$ cat src/rtl/dff_pipeline.sv
// Parametrised register delay line: DEPTH WIDTH-bit stages, each with its own
// valid bit, joined by a combinational ready chain with bubble collapse and flush.
module dff_pipeline #(
  parameter int WIDTH = 8,
  parameter int DEPTH = 3,
  localparam int OCC_W = $clog2(DEPTH + 1)
) (
  input  logic             clk,
  input  logic             rst_n,
  input  logic             flush,
  input  logic             in_valid,
  output logic             in_ready,
  input  logic [WIDTH-1:0] in_data,
  output logic             out_valid,
  input  logic             out_ready,
  output logic [WIDTH-1:0] out_data,
  output logic [OCC_W-1:0] occupancy
);

  logic [DEPTH-1:0] vld_q, vld_d;
  logic [DEPTH-1:0] rdy;
  logic [WIDTH-1:0] data_q [DEPTH];
  logic [WIDTH-1:0] data_d [DEPTH];
  logic [OCC_W-1:0] occ;

  // A stage is ready when it or any stage downstream of it is empty, or the
  // consumer is taking the output; accumulating from the output end keeps this
  // a plain function of vld_q rather than a bit-to-bit loop inside rdy.
  always_comb begin : ready_chain
    logic acc;
    acc = out_ready;
    rdy = '0;
    for (int unsigned k = 0; k < DEPTH; k++) begin
      acc = acc | ~vld_q[DEPTH-1-k];
      rdy[DEPTH-1-k] = acc;
    end
  end

  always_comb begin
    vld_d = vld_q;
    for (int unsigned i = 0; i < DEPTH; i++) begin
      data_d[i] = data_q[i];
    end
    if (flush) begin
      vld_d = '0;
    end else begin
      if (rdy[0]) begin
        vld_d[0] = in_valid;
        if (in_valid) begin
          data_d[0] = in_data;
        end
      end
      for (int unsigned i = 1; i < DEPTH; i++) begin
        if (rdy[i]) begin
          vld_d[i] = vld_q[i-1];
          if (vld_q[i-1]) begin
            data_d[i] = data_q[i-1];
          end
        end
      end
    end
  end

  always_comb begin
    occ = '0;
    for (int unsigned i = 0; i < DEPTH; i++) begin
      occ = occ + OCC_W'(vld_q[i]);
    end
  end

  always_ff @(posedge clk or negedge rst_n) begin
    if (!rst_n) begin
      vld_q <= '0;
      for (int unsigned i = 0; i < DEPTH; i++) begin
        data_q[i] <= '0;
      end
    end else begin
      vld_q <= vld_d;
      for (int unsigned i = 0; i < DEPTH; i++) begin
        data_q[i] <= data_d[i];
      end
    end
  end

  assign in_ready  = rdy[0] & ~flush;
  assign out_valid = vld_q[DEPTH-1];
  assign out_data  = data_q[DEPTH-1];
  assign occupancy = occ;

endmodule

$ cat config.mk
export PLATFORM = sky130hd
export DESIGN_NAME = dff_pipeline
export DESIGN_NICKNAME = d
export VERILOG_FILES = /design/src/rtl/dff_pipeline.sv
export SDC_FILE = /design/constraint.sdc
export NUM_CORES = 1
export LEC_CHECK = 0
export CORE_ASPECT_RATIO = 0.9
export CORE_UTILIZATION = 55
export CTS_BUF_LIST = sky130_fd_sc_hd__clkbuf_4
export CTS_CLUSTER_SIZE = 20
export DETAILED_ROUTE_END_ITERATION = 10
export GPL_TIMING_DRIVEN = 0
export PLACE_DENSITY = 0.86
export SLEW_MARGIN = 10
export SYNTH_ARGS = -nofsm -noshare
export SYNTH_HDL_FRONTEND = slang
export SYNTH_SLANG_ARGS = --single-unit
$ cat constraint.sdc
create_clock -name clk -period 2.39 [get_ports clk]
set_input_delay 0.478 -clock clk [delete_from_list [all_inputs] [get_ports clk]]
set_output_delay 0.478 -clock clk [all_outputs]
set_load 0.05 [all_outputs]
==> flow_summary_export.csv, run 1 <==
group,metric,value,unit
global_route,grt_pass1_wl,2.89,mm
die,core_area,0.00195,mm²
global_route,overflow,0,
drt,via_count,642,
critical_path,crit_path_top_delay_cell,"clkdlybuf4s50_1",
drt,wl_per_cell,13.5,µm
drt,drt-vias-per-instance,5.02,
drt,drt-initial-drc-count,3,
layout,fillers,142,
sta,finalSetupViolations,0,
yosys,syn_area_per_cell,15.5,µm²
critical_path,critPathMaxFanout,3,
critical_path,worstPathCellList,"clkdlybuf4s50_1, nand4b_1, nor2b_1, clkdlybuf4s15_1",
yosys,syn_area,0.00116,mm²
layout,antenna_cells,0,
yosys,synth_fp_nets,89,
global_route,globalRouteTotalUtil,0.175,
clocking,htreeDepth,1,
yosys,ys_types,15,
clocking,root_buffer,"clkbuf_4",
critical_path,cp.required,1.91,ns
sta,period_needed,2.33,ns
layout,stdcell_count,128,
sta,relSlewSlack,0.614,
clocking,ctsHoldBuffers,0,
sta,slew_viol_final,0,
sta,max_slew.worst_pin.slew,0.579,ns
pwr,power.total,1.46,mW
sta,max_freq,428,MHz
die,die_w,50.5,µm
run_status,status,"complete, no violations",
yosys,synth_seq_cells,27,
pwr,ir_drop,0.621,mV
layout,layout_common_cells,"dfrtp_1 (27), clkdlybuf4s50_1 (20), mux2_2 (16), mux2_4 (8), buf_4 (8)",
drt,wl,1.72,mm
die,die_area,0.00230,mm²
place,place_congestion,0.712,
critical_path,r2r_end,"out_data[4]",
drt,drc,0,
clocking,clkLatencyLatePin,0.31,ns
pwr,pwr_density_cell,997,mW/mm²
pwr,p_leak,0.692,nW
clocking,cts_tree,"done",
yosys,netlist_top_cells_area,"dfrtp_1 (58%), mux2_2 (16%), mux2_4 (10%)",
place,place_hpwl,1.37,mm
global_route,antenna_found_initial,0,
critical_path,worst_ep_arrival_time,1.86,ns
run,drv_cap,0,
critical_path,r2r_cells,4,
drt,dr.pass1.iters,3,
critical_path,crit_path_end_kind,"output port",
worst_hold_path,hp-class,"input port to async pin",
layout,area.growth.synth_to_final,25.6,%
sta,rsz0062_at_grt,"no",
layout,final_common_cell,"dfrtp_1",
layout,nNetsFinal,118,
critical_path,slowest_delay,0.54,ns
die,ios,25,
yosys,yosys.area.top_type_share,0.581,
critical_path,crit_type,"input port to output port",
die,die_y,45.6,µm
sta,post-route-period-util,0.977,
die,rows,15,
global_route,grt_max_degree,28,
sta,hold_ws,0.142,ns
place,io_buffers,24,
clocking,clk_pin_slew,0.13,ns
sta,hold_violations,0,
clocking,clock_path_buffers,2,
global_route,grt_pass1_vias,656,
critical_path,start_kind,"input port",
critical_path,r2r_slack,0.84,ns
drt,antenna_left,0,
place,dp.cells,124,
clocking,cts_buffers,3,
critical_path,cp_num_buf_inv,2,
critical_path,r2r-start,"vld_q[2]",
sta,fin_skew,0.00587,ns
yosys,synth_seq_area_share,0.581,
yosys,yosysWarnings,0,
critical_path,cp_top_family,"buffers and inverters",
die,start_util,0.596,
clocking,cts_num_sinks,27,
yosys,synth_top_cell_by_area,"dfrtp_1",
layout,layout-drive-gt1-share,0.398,
yosys,synthCells,75,
[flip-flops by register name, indices dropped and copies added (netlist names)]
name	cells
out_data	8
data_q	16
vld_q	3
[per-stage QoR]
| stage | cell area (µm²) | setup WS, ns | util | TNS, ns |
|---|---|---|---|---|
| after floorplan | 1160 | 0.383 | - | 0 |
| after detailed placement | 1430 | -0.239 | 0.735 | -0.239 |
| after global routing | 1460 | 0.0101 | 0.748 | 0 |
| after CTS | 1460 | 0.00820 | 0.749 | 0 |
| final | 1460 | 0.0555 | 0.748 | 0 |
| after global placement | 1430 | -0.198 | 0.735 | -0.198 |
[layer usage]
| metal | track usage | part of all wire | vias up |
|---|---|---|---|
| met5 | 0 | 0 | - |
| met3 | 0.0233 | 0.028 | 2 |
| li1 | - | - | 307 |
| met4 | 0.0889 | 0.0070 | 0 |
| met1 | 0.218 | 0.44 | 320 |
| met2 | 0.304 | 0.52 | 13 |
[final cells by class]
cell class / instances / area (µm²) / share of cell area
Buffer: 10 / 82.6 / 0.0566
Timing Repair Buffer: 24 / 236 / 0.162
Multi-Input combinational cell: 36 / 397 / 0.272
Clock buffer: 4 / 30.0 / 0.0206
Inverter: 2 / 7.51 / 0.00514
Tap cell: 25 / 31.3 / 0.0214
Sequential cell: 27 / 676 / 0.463
[synth_stat cells (all sizes together)]
cell type / number
nand3b: 1
dfrtp: 27
fa: 1
buf: 10
a211o: 1
nor2b: 2
nor2: 3
nand4b: 1
or3b: 1
a21oi: 2
inv: 2
mux2: 24
[worst max path at each step]
| stage | startpoint | end | slack, ns | cells after the start |
|---|---|---|---|---|
| 2_1_floorplan | vld_q[2] | in_ready | 0.38 | 2 |
| 3_3_place_gp | out_ready | in_ready | -0.20 | 4 |
| 3_5_place_dp | out_ready | in_ready | -0.24 | 4 |
| 4_1_cts | vld_q[2] | occupancy[1] | 0.008 | 2 |
| 5_1_grt | out_ready | in_ready | 0.01 | 4 |
| 6_report | out_ready | in_ready | 0.06 | 4 |
[kinds of logic after synthesis]
kind of cell / count (synthesis) / share of synthesized area
AOI/OAI and AO/OA: 3 / 0.0172
adders and majority gates: 1 / 0.0172
buffers and inverters: 12 / 0.0775
DFF: 27 / 0.581
muxes: 24 / 0.258
and+or+nand+nor: 8 / 0.0484
[power breakdown]
| part | internal (mW) | switching [mW] | total [mW] |
|---|---|---|---|
| combinational | 0.307 | 0.308 | 0.615 |
| clock | 0.0765 | 0.121 | 0.197 |
| sequential | 0.573 | 0.0701 | 0.643 |
[worst register-to-register path, cell delays in order (launching register included)]
cell	delay [ns]
dfrtp_1	0.45
nor2b_4	0.16
or3b_1	0.38
buf_6	0.16
mux2_4	0.29
[repair_timing]
item | in CTS | in global routing
setup endpoints to repair | 2 | 2
setup buffers | 0 | 0
gates resized for setup | 2 | 2
hold endpoints to repair | 0 | 0
No activity file was read; power rests on OpenSTA's default activity.
==> inputs of run 2 (changes only) <==
--- a/config.mk
+++ b/config.mk
@@ -6,12 +6,12 @@
 export NUM_CORES = 1
 export LEC_CHECK = 0
 export CORE_ASPECT_RATIO = 0.9
-export CORE_UTILIZATION = 55
-export CTS_BUF_LIST = sky130_fd_sc_hd__clkbuf_4
+export CORE_UTILIZATION = 52
+export CTS_BUF_LIST = sky130_fd_sc_hd__clkbuf_16
 export CTS_CLUSTER_SIZE = 20
 export DETAILED_ROUTE_END_ITERATION = 10
 export GPL_TIMING_DRIVEN = 0
-export PLACE_DENSITY = 0.86
+export PLACE_DENSITY = 0.82
 export SLEW_MARGIN = 10
 export SYNTH_ARGS = -nofsm -noshare
 export SYNTH_HDL_FRONTEND = slang
==> flow_summary_export.csv, run 2 (synthesis results as in run 1) <==
group,metric,value,unit
die,die_area,0.00243,mm²
layout,nNetsFinal,118,
pwr,power.total,1.63,mW
critical_path,crit_type,"input port to output port",
pwr,pwr_density_cell,1080,mW/mm²
place,place_congestion,0.716,
layout,fillers,138,
clocking,root_buffer,"clkbuf_16",
pwr,p_leak,0.697,nW
layout,final_common_cell,"dfrtp_1",
drt,drc,0,
die,start_util,0.579,
global_route,grt_max_degree,28,
sta,period_needed,2.32,ns
die,rows,15,
drt,via_count,659,
layout,layout_common_cells,"dfrtp_1 (27), clkdlybuf4s50_1 (21), mux2_2 (16), mux2_4 (8), buf_4 (8)",
drt,drt-vias-per-instance,5.15,
drt,drt-initial-drc-count,4,
clocking,cts_buffers,3,
sta,slew_viol_final,0,
layout,design_area,0.00151,mm²
sta,hold_violations,0,
clocking,clock_path_buffers,2,
drt,antenna_left,0,
clocking,cts_num_sinks,27,
layout,top_register,"data_q",
die,die_y,46.9,µm
drt,wl,1.80,mm
critical_path,crit_path_end_kind,"output port",
sta,fin_skew,0.00253,ns
drt,wl_per_cell,14.0,µm
global_route,antenna_found_initial,0,
global_route,grt_pass1_vias,688,
sta,setup_tns,0,ns
clocking,cts_setup_buffers,0,
sta,post-route-period-util,0.970,
critical_path,r2r_cells,4,
layout,area.growth.synth_to_final,29.7,%
sta,max_slew.worst_pin.slew,0.566,ns
layout,largest_reg_flops,16,
die,core_area,0.00201,mm²
critical_path,r2r_end,"out_data[3]",
sta,finalSetupViolations,0,
sta,relSlewSlack,0.623,
global_route,overflow,0,
critical_path,start_kind,"input port",
run_status,status,"complete, no violations",
worst_hold_path,hp-class,"input port to async pin",
sta,max_freq,431,MHz
layout,layout-drive-gt1-share,0.398,
clocking,ctsHoldBuffers,0,
place,io_buffers,24,
global_route,grt_pass1_wl,3.09,mm
critical_path,cp.required,1.91,ns
run,drv_cap,0,
critical_path,r2r-start,"vld_q[2]",
place,place_hpwl,1.34,mm
critical_path,critPathMaxFanout,3,
place,placedInstanceArea,0.00143,mm²
clocking,clkLatencyLatePin,0.26,ns
clocking,cts_tree,"done",
sta,rsz0062_at_grt,"no",
clocking,htreeDepth,1,
global_route,globalRouteTotalUtil,0.185,
pwr,ir_drop,0.659,mV
drt,dr.pass1.iters,4,
die,ios,25,
die,die_w,51.8,µm
clocking,clk_pin_slew,0.06,ns
critical_path,worst_ep_arrival_time,1.84,ns
critical_path,r2r_slack,0.87,ns
layout,antenna_cells,0,
[run 2: changes by cell type in the layout (fill, tap and decap cells not counted)]
cell / previous run / this run
dlymetal6s2s_1: 1 / 0
clkinv_2: 0 / 1
clkbuf_16: 0 / 3
clkdlybuf4s50_1: 20 / 21
clkbuf_4: 4 / 0
[run 2: metal layers]
layer | share of wire | track usage
met4 | 0.014 | 0.114
met5 | 0 | 0
met2 | 0.51 | 0.310
met3 | 0.042 | 0.0291
met1 | 0.44 | 0.231
[run 2: critical path: stages]
cell and delay [ns]:
clkdlybuf4s50_1 0.52, nand4b_1 0.19, nor2b_1 0.15, clkdlybuf4s15_1 0.50
[run 2: where the power goes]
part / leakage [nW] / switching [mW] / internal (mW)
logic: 0.329 / 0.308 / 0.307
clock network: 0.0409 / 0.148 / 0.225
registers: 0.327 / 0.0714 / 0.575
[run 2: what timing repair did]
action,CTS,global route
gates resized for setup,2,1
endpoints found under the setup margin,2,1
gates cloned,0,0
pin swaps,0,0
[run 2: worst max-delay path by stage]
| stage | end | slack, ns | from |
|---|---|---|---|
| detailed placement | in_ready | -0.21 | out_ready |
| CTS | in_ready | 0.06 | out_ready |
| floorplan | in_ready | 0.38 | vld_q[2] |
| global placement | in_ready | -0.20 | out_ready |
| global route | in_ready | 0.02 | out_ready |
| finish | in_ready | 0.07 | out_ready |
[run 2: area by class of cell]
class                           count  area (µm²)  area share
Buffer                             10        82.6      0.0548
Clock buffer                        3        75.1      0.0498
Clock inverter                      1        5.00     0.00332
Inverter                            2        7.51     0.00498
Multi-Input combinational cell     36         397       0.263
Sequential cell                    27         676       0.448
Tap cell                           25        31.3      0.0207
Timing Repair Buffer               24         234       0.155
[run 2: stage by stage]
| step | cells | worst slack (ns) | hold slack [ns] | utilization |
|---|---|---|---|---|
| global route | 128 | 0.0193 | 0.255 | 0.751 |
| finish | 128 | 0.0724 | 0.205 | 0.751 |
| floorplan | 75 | 0.383 | 0.182 | - |
| CTS | 128 | 0.0591 | 0.507 | 0.753 |
| global placement | 124 | -0.202 | 0.488 | 0.714 |
| detailed placement | 124 | -0.215 | 0.491 | 0.714 |
==> inputs of run 3 (changes only) <==
--- a/config.mk
+++ b/config.mk
@@ -11,6 +11,7 @@
 export CTS_CLUSTER_SIZE = 20
 export DETAILED_ROUTE_END_ITERATION = 10
 export GPL_TIMING_DRIVEN = 0
+export HOLD_SLACK_MARGIN = 0.05
 export PLACE_DENSITY = 0.82
 export SLEW_MARGIN = 10
 export SYNTH_ARGS = -nofsm -noshare
==> results of run 3 <==
The final DEF is identical to that of run 2; final timing and power are the same.
